===== config.mk =====
export PLATFORM = sky130hd
export DESIGN_NAME = block_fetch_2x2
export DESIGN_NICKNAME = d
export VERILOG_FILES = /design/src/rtl/block_fetch_2x2.sv
export SDC_FILE = /design/constraint.sdc
export NUM_CORES = 1
export LEC_CHECK = 0
export ABC_AREA = 1
export BUFFER_PORTS_ARGS = -buffer_cell sky130_fd_sc_hd__buf_4
export CORE_UTILIZATION = 62
export CTS_CLUSTER_DIAMETER = 100
export DETAILED_ROUTE_END_ITERATION = 8
export MAX_ROUTING_LAYER = met4
export PLACE_DENSITY = 0.84
export SLEW_MARGIN = 40
export SYNTH_ARGS = -nofsm -noshare
export SYNTH_HDL_FRONTEND = slang
export SYNTH_SLANG_ARGS = --single-unit

===== constraint.sdc =====
create_clock -name clk -period 2.9 [get_ports clk]
set_input_delay 0.725 -clock clk [delete_from_list [all_inputs] [get_ports clk]]
set_output_delay 0.725 -clock clk [all_outputs]
set_load 0.02 [all_outputs]

===== src/rtl/block_fetch_2x2.sv =====
// Walks a source frame in 2x2 blocks, reads the four pixels of each block through a
// 1-cycle-latency RAM port and presents them with the destination index to the averager.
module block_fetch_2x2 #(
  parameter int SRC_W  = 160,
  parameter int SRC_H  = 120,
  parameter int ADDR_W = 15
) (
  input  logic              clk,
  input  logic              rst_n,
  input  logic              start,
  output logic              busy,
  output logic              done,
  output logic              rd_en,
  output logic [ADDR_W-1:0] rd_addr,
  input  logic [7:0]        rd_data,
  output logic [7:0]        val00,
  output logic [7:0]        val01,
  output logic [7:0]        val10,
  output logic [7:0]        val11,
  output logic              blk_valid,
  input  logic              blk_ready,
  output logic [ADDR_W-1:0] dst_addr
);

  if ((SRC_W % 2 != 0) || (SRC_H % 2 != 0)) begin : g_bad_dims
    $error("block_fetch_2x2: SRC_W and SRC_H must be even");
  end
  if ((64'd1 << ADDR_W) < 64'(SRC_W * SRC_H)) begin : g_bad_addr
    $error("block_fetch_2x2: ADDR_W too narrow for SRC_W*SRC_H");
  end

  localparam logic [ADDR_W-1:0] BX_LAST = ADDR_W'(SRC_W / 2 - 1);
  localparam logic [ADDR_W-1:0] BY_LAST = ADDR_W'(SRC_H / 2 - 1);
  localparam logic [ADDR_W-1:0] ROW     = ADDR_W'(SRC_W);

  typedef enum logic [2:0] {
    S_IDLE, S_R00, S_R01, S_R10, S_R11, S_CAP, S_HOLD, S_FIN
  } state_t;

  state_t            state, state_nxt;
  logic [ADDR_W-1:0] base, bx, by;
  logic              last_blk;

  assign last_blk = (bx == BX_LAST) && (by == BY_LAST);

  always_ff @(posedge clk or negedge rst_n) begin
    if (!rst_n) state <= S_IDLE;
    else        state <= state_nxt;
  end

  // Block handshake: a block transfers on a rising edge where blk_valid & blk_ready are
  // both 1; blk_valid never drops and val*/dst_addr never change until that edge.
  always_comb begin
    state_nxt = state;
    case (state)
      S_IDLE:  if (start) state_nxt = S_R00;
      S_R00:   state_nxt = S_R01;
      S_R01:   state_nxt = S_R10;
      S_R10:   state_nxt = S_R11;
      S_R11:   state_nxt = S_CAP;
      S_CAP:   state_nxt = S_HOLD;
      S_HOLD:  if (blk_ready) state_nxt = last_blk ? S_FIN : S_R00;
      S_FIN:   state_nxt = S_IDLE;
      default: state_nxt = S_IDLE;
    endcase
  end

  always_comb begin
    rd_en     = 1'b0;
    rd_addr   = '0;
    case (state)
      S_R00:   begin rd_en = 1'b1; rd_addr = base;                     end
      S_R01:   begin rd_en = 1'b1; rd_addr = base + ADDR_W'(1);        end
      S_R10:   begin rd_en = 1'b1; rd_addr = base + ROW;               end
      S_R11:   begin rd_en = 1'b1; rd_addr = base + ROW + ADDR_W'(1);  end
      default: ;
    endcase
    busy      = (state != S_IDLE) && (state != S_FIN);
    done      = (state == S_FIN);
    blk_valid = (state == S_HOLD);
  end

  // Each capture lands one state after its read, matching the RAM's 1-cycle latency.
  always_ff @(posedge clk or negedge rst_n) begin
    if (!rst_n) begin
      base     <= '0;
      bx       <= '0;
      by       <= '0;
      dst_addr <= '0;
      val00    <= '0;
      val01    <= '0;
      val10    <= '0;
      val11    <= '0;
    end else begin
      case (state)
        S_R01:   val00 <= rd_data;
        S_R10:   val01 <= rd_data;
        S_R11:   val10 <= rd_data;
        S_CAP:   val11 <= rd_data;
        default: ;
      endcase
      if (state == S_IDLE && start) begin
        base     <= '0;
        bx       <= '0;
        by       <= '0;
        dst_addr <= '0;
      end else if (state == S_HOLD && blk_ready && !last_blk) begin
        dst_addr <= dst_addr + ADDR_W'(1);
        if (bx == BX_LAST) begin
          bx   <= '0;
          by   <= by + ADDR_W'(1);
          base <= base + ROW + ADDR_W'(2);
        end else begin
          bx   <= bx + ADDR_W'(1);
          base <= base + ADDR_W'(2);
        end
      end
    end
  end

endmodule


==> qor.txt, run 1 <==
setup tns final -> 0 ps
pin count of the biggest net entering global routing -> 37
clk sink count -> 94
asr flop ratio synth -> 100%
YS warnings -> 0
Setup crit start kind -> register
Fill cells -> 639
hold_buf cts -> 0
unrepaired setup endpoints after global routing -> false
crit path kind -> register to primary output
wire per inst -> 15.1 microns
crit path max fanout -> 9
post_cts resized -> 0
Final nets -> 817
initial antenna violation count -> 0
Slew HR -> 63.6%
residual DRC count -> 0
ranking of synthesized cells by area -> dfrtp_1 44%, nand2_1 15%, o21ai_0 7.3%
syn_nets -> 740
dpl ws -> 501 ps
root buffer cell -> clkbuf_8
status -> finished, final reports clean
Layout area overhead -> 16.3%
GRT Overall Usage -> 33.0%
# Max-Cap Violations -> 0
syn avg cell area -> 7.36 sq um
Mapped Area -> 5320 sq um
PD cells -> 759 nW/um^2
R2R Path End -> bx[2]
Synth Register Bits -> 94
antenna cells -> 0
VDD IR max -> 0.735 mV
Post-synth EDFFs -> 0
max-slew violation count -> 0
Detailed Route WL -> 13,700 microns
max incr delay on CP -> 460 ps
via density per instance -> 5.68
chip height -> 94.6 microns
commonest register cell after synthesis -> dfrtp_1
first-pass GRT wire length -> 22,300 microns
total number of vias -> 5,167
R2R Setup Slk -> 380 ps
CTS Buffer Depth -> 2
clk slew on worst S/H paths -> 100 ps
Yosys top cell area share -> 44.2%
synthesized netlist cell count -> 723
fin crit share -> 93.1%
initial DRC count -> 336
fmax -> 0.370 GHz
critical path data arrival time -> 1980 ps
CTS tree -> yes
Final Critical Period -> 2700 ps
clock skew -> 9.81 ps
Worst-Margin Slew -> 545 ps
Hold Fails Final Rpt -> 0
area of the core -> 8260 sq um
sequential share of the synthesized area -> 44.2%
crit-path most repeated cell -> nor2_1
cell accounting for the most synthesized area -> dfrtp_1
worst endpoint required time -> 2170 ps
starting density of the core -> 64.4%
CP endpoint kind -> primary output
layout cell share with drive strength beyond 1 -> 16.5%
Skew-Pair Late Insertion Delay -> 360 ps
die area -> 8950 sq um
Top delay family on crit path -> simple AND/OR/NAND/NOR gates
post-route antenna net violation count -> 0
io pins -> 78
CTS Buf Count -> 9
R2R depth -> 11
Unique masters post-synth -> 35
Routability Congestion -> 0.927
row cnt -> 33
chip width -> 94.6 microns
vias in the first global route -> 4,835
DP Wirelength -> 9940 microns
setup ws final -> 199 ps
Final Setup Violations -> 0
PortBufs -> 77
Static Leak -> 2.97 nW
buffer count from post-CTS setup fixing -> 0
r2r startpoint -> bx[0]
CP cell instances -> inv_1 -> nand3_1 -> nand2_1 -> nor2_1 -> nor2_1 -> buf_4
DRT Pass-1 Iters -> 5
Crit-path slowest cell -> nor2_1
CP bufs+invs -> 2
path type of the worst min-delay path -> input pin to asynchronous set/reset pin
total gr overflow -> 0
H-tree lvl count -> 3
==> through the flow <==
step	hold slack, ps	std cells	total power (W)	utilization [%]	area, sq um
final	271	910	0.00470	74.9	6190
after global routing	304	910	0.00495	74.9	6190
after CTS	282	910	0.00469	74.9	6190
after detailed placement	474	894	0.00376	72.3	5970
after global placement	468	894	0.00368	72.3	5970
after floorplan	429	723	0.00294	-	5320
==> cell usage in the layout, fill, tap and decap left out, types with 2 or more instances in the layout <==
master    count
nand2_1     211
dfrtp_1      94
buf_4        84
o21ai_0      78
inv_1        76
nor2_1       73
nand3_1      45
nor3_1       14
o21ai_1      14
xor2_1       12
nand4_1      11
or2_2        10
clkbuf_8     10
o22ai_1       9
a21oi_1       9
nor4_1        8
inv_2         5
nor2_2        5
xnor2_1       5
ha_1          5
nand2_2       4
nand2_4       3
nor3b_1       3
nor2_4        2
nand3b_1      2
clkinv_4      2
inv_6         2
==> worst max-delay path by stage <==
stage,start,to,depth (start not counted),slack (ps)
floorplan,state[2],rd_addr[10],5,780
global placement,bx[0],bx[3],11,590
detailed placement,bx[0],by[0],10,500
CTS,state[2],rd_addr[2],6,170
global route,state[0],rd_addr[2],8,60
finish,state[2],rd_addr[2],6,200
==> state kept, by name (all words and copies together), names as in the netlist <==
name	count
base	14
bx	15
by	15
dst_addr	15
state	3
val00	8
val01	8
val10	8
val11	8
==> worst register-to-register path, delay by kind of cell (launching register included) <==
kind	cells	cell delay, ps
simple gates	10	1770
fa+ha+maj	1	230
flops	1	440
==> kinds of logic (layout without fill, tap and decap cells) <==
family | count (synthesis) | count (layout) | share of synthesized area (%)
buffers and inverters | 99 | 181 | 7.76
adders and majority gates | 5 | 5 | 1.18
and+or+nand+nor | 394 | 394 | 32.8
AOI/OAI and AO/OA | 114 | 114 | 11.3
xor gates and xnor gates | 17 | 17 | 2.80
DFF | 94 | 94 | 44.2
==> where the power goes <==
part	internal (W)	leakage (nW)	total, W	switching, W
Combinational	0.000654	1.62	0.00190	0.00124
Sequential	0.00162	1.25	0.00185	0.000234
Clock	0.000438	0.109	0.000946	0.000508
Total	0.00271	2.97	0.00470	0.00198
==> final cells by class <==
class | instances | area [sq um] | share of cell area (%)
Timing Repair Buffer | 84 | 631 | 10.2
Tap cell | 105 | 131 | 2.12
Sequential cell | 94 | 2350 | 38.0
Multi-Input combinational cell | 530 | 2550 | 41.3
Clock buffer | 10 | 138 | 2.22
Inverter | 81 | 304 | 4.92
Clock inverter | 6 | 76.3 | 1.23
==> layer usage <==
layer / up-vias / routed length (microns) / part of all wire (%) / global-route usage [%]
li1: 2483 / - / - / -
met1: 2452 / 6040 / 44 / 42.2
met2: 202 / 6690 / 49 / 53.1
met3: 30 / 679 / 4.9 / 4.43
met4: 0 / 327 / 2.4 / 13.3
met5: - / 0 / 0 / -
==> cell usage after synthesis (6+ instances only) <==
master,count
a21oi_1,9
buf_2,6
clkbuf_1,6
dfrtp_1,94
inv_1,76
nand2_1,211
nand3_1,45
nand4_1,11
nor2_1,73
nor3_1,14
nor4_1,8
o21ai_0,78
o21ai_1,14
o22ai_1,9
or2_2,10
xor2_1,12
Note: power is estimated with default switching activity, not from simulation.
==> run 2, diff against run 1 <==
SETUP_SLACK_MARGIN = 0.5   (was default)
==> qor.txt, run 2 (synthesis results as in run 1) <==
root buffer cell -> clkbuf_8
post-route antenna net violation count -> 0 (unchanged)
# Max-Cap Violations -> 0 (unchanged)
area of the core -> 8260 sq um (unchanged)
crit path kind -> register to primary output
Detailed Route WL -> 15,000 microns (+9.2%)
layout cell share with drive strength beyond 1 -> 23.2% (+6.7 points)
PD cells -> 763 nW/um^2 (+0.51%)
CTS Buf Count -> 9 (unchanged)
Setup crit start kind -> register
crit path max fanout -> 9 (unchanged)
Final Critical Period -> 2400 ps (-297 ps)
Layout area overhead -> 24.3%
crit path launch -> state[0]
unrepaired setup endpoints after global routing -> true
Routability Congestion -> 0.927 (unchanged)
Worst-Margin Slew -> 572 ps (+27.3 ps)
worst endpoint required time -> 2170 ps (about the same)
Slew HR -> 61.8% (-1.8 points)
CTS Buffer Depth -> 2 (unchanged)
vias in the first global route -> 4,905 (+1.4%)
total gr overflow -> 0 (unchanged)
residual DRC count -> 0 (unchanged)
clock skew -> 8.86 ps (-0.959 ps)
setup ws final -> 497 ps (+297 ps)
r2r startpoint -> bx[0]
total number of vias -> 5,414 (+4.8%)
max-slew violation count -> 0 (unchanged)
dpl ws -> 501 ps (unchanged)
GRT Overall Usage -> 33.6% (+0.62 points)
starting density of the core -> 64.4% (unchanged)
status -> finished, final reports clean
chip height -> 94.6 microns (unchanged)
initial DRC count -> 451 (+34%)
CTS tree -> yes
CP endpoint kind -> primary output
most common cell after layout, fill and taps aside -> nand2_1
chip width -> 94.6 microns (unchanged)
total power -> 0.00504 W (+7.4%)
Skew-Pair Late Insertion Delay -> 360 ps (about the same)
fin crit share -> 82.9% (-10 points)
Final nets -> 840 (+2.8%)
most frequent cells in the layout -> 201 x nand2_1, 97 x buf_4, 92 x dfrtp_1, 72 x o21ai_0, 71 x inv_1
fmax -> 0.416 GHz (+12%)
DP Wirelength -> 9940 microns (unchanged)
initial antenna violation count -> 0 (unchanged)
wire per inst -> 16.1 microns (+6.5%)
pin count of the biggest net entering global routing -> 37 (unchanged)
die area -> 8950 sq um (unchanged)
Post-DP Area -> 5970 sq um (unchanged)
critical path data arrival time -> 1680 ps (-300 ps)
Hold Fails Final Rpt -> 0 (unchanged)
setup tns final -> 0 ps (unchanged)
via density per instance -> 5.80 (+2.2%)
io pins -> 78 (unchanged)
antenna cells -> 0 (unchanged)
Final Setup Violations -> 0 (unchanged)
biggest regs -> bx x15, by x15, dst_addr x15
DRT Pass-1 Iters -> 5 (unchanged)
Static Leak -> 3.15 nW (+5.8%)
path type of the worst min-delay path -> input pin to asynchronous set/reset pin
first-pass GRT wire length -> 22,800 microns (+2.2%)
hold_buf cts -> 0 (unchanged)
row cnt -> 33 (unchanged)
final instance area -> 6610 sq um (+6.9%)
clk sink count -> 94 (unchanged)
H-tree lvl count -> 3 (unchanged)
clk slew on worst S/H paths -> 100 ps (about the same)
PortBufs -> 77 (unchanged)
VDD IR max -> 0.768 mV (+4.5%)
-- run 2: per-stage QoR --
| stage | utilization (%) | hold WS (ps) | std cells |
|---|---|---|---|
| finish | 80.0 | 270 | 933 |
| global route | 80.0 | 299 | 933 |
| CTS | 76.3 | 282 | 919 |
| detailed placement | 72.3 | 474 | 894 |
| global placement | 72.3 | 468 | 894 |
| floorplan | - | 429 | 723 |
-- run 2: where the power goes --
part / leakage (nW) / switching [W] / total (W) / internal (W)
clock network: 0.109 / 0.000507 / 0.000945 / 0.000438
logic: 1.79 / 0.00142 / 0.00222 / 0.000797
registers: 1.24 / 0.000256 / 0.00188 / 0.00162
total: 3.15 / 0.00219 / 0.00504 / 0.00286
-- run 2: layout make-up --
type / instances / area, sq um
inverter: 81 / 309
multi-input combinational: 534 / 2810
clock buffer: 10 / 138
sequential: 94 / 2350
tap: 105 / 131
timing repair buffer: 103 / 796
clock inverter: 6 / 76.3
fill: 566 / 1650
-- run 2: path summary, 6_finish.rpt --
check                         endpoint  slack (ps)  cells past startpoint
min in group clk              val11[3]         500                      2
max                        rd_addr[10]         500                      7
max reg2reg                    base[8]         630                     10
min                           val11[3]         270                      1
min reg2reg                   val11[3]         500                      2
max in group asynchronous        bx[1]        1860                      2
-- run 2: repair_timing --
item,4_1_cts,5_1_grt
buffers inserted,9,10
setup endpoints to repair,34,53
endpoints found under the hold margin,0,0
cloned,0,4
pin swaps,3,18
resized for setup,17,54
-- run 2: metal layers --
| metal | GRT usage [%] | up-vias | part of all wire [%] | wire length [microns] |
|---|---|---|---|---|
| met5 | - | - | 0 | 0 |
| met4 | 13.1 | 0 | 3.1 | 467 |
| met3 | 4.35 | 55 | 6.2 | 934 |
| met2 | 53.8 | 264 | 49 | 7380 |
| met1 | 43.5 | 2558 | 41 | 6220 |
| li1 | - | 2537 | - | - |
-- run 2: worst max-delay path, cell delays in order, from the launching register on --
cell     delay, ps
dfrtp_1        430
inv_2          130
nand2_4         70
nor2_4         140
nor2_4          60
buf_6          150
o22ai_1        160
buf_4          170
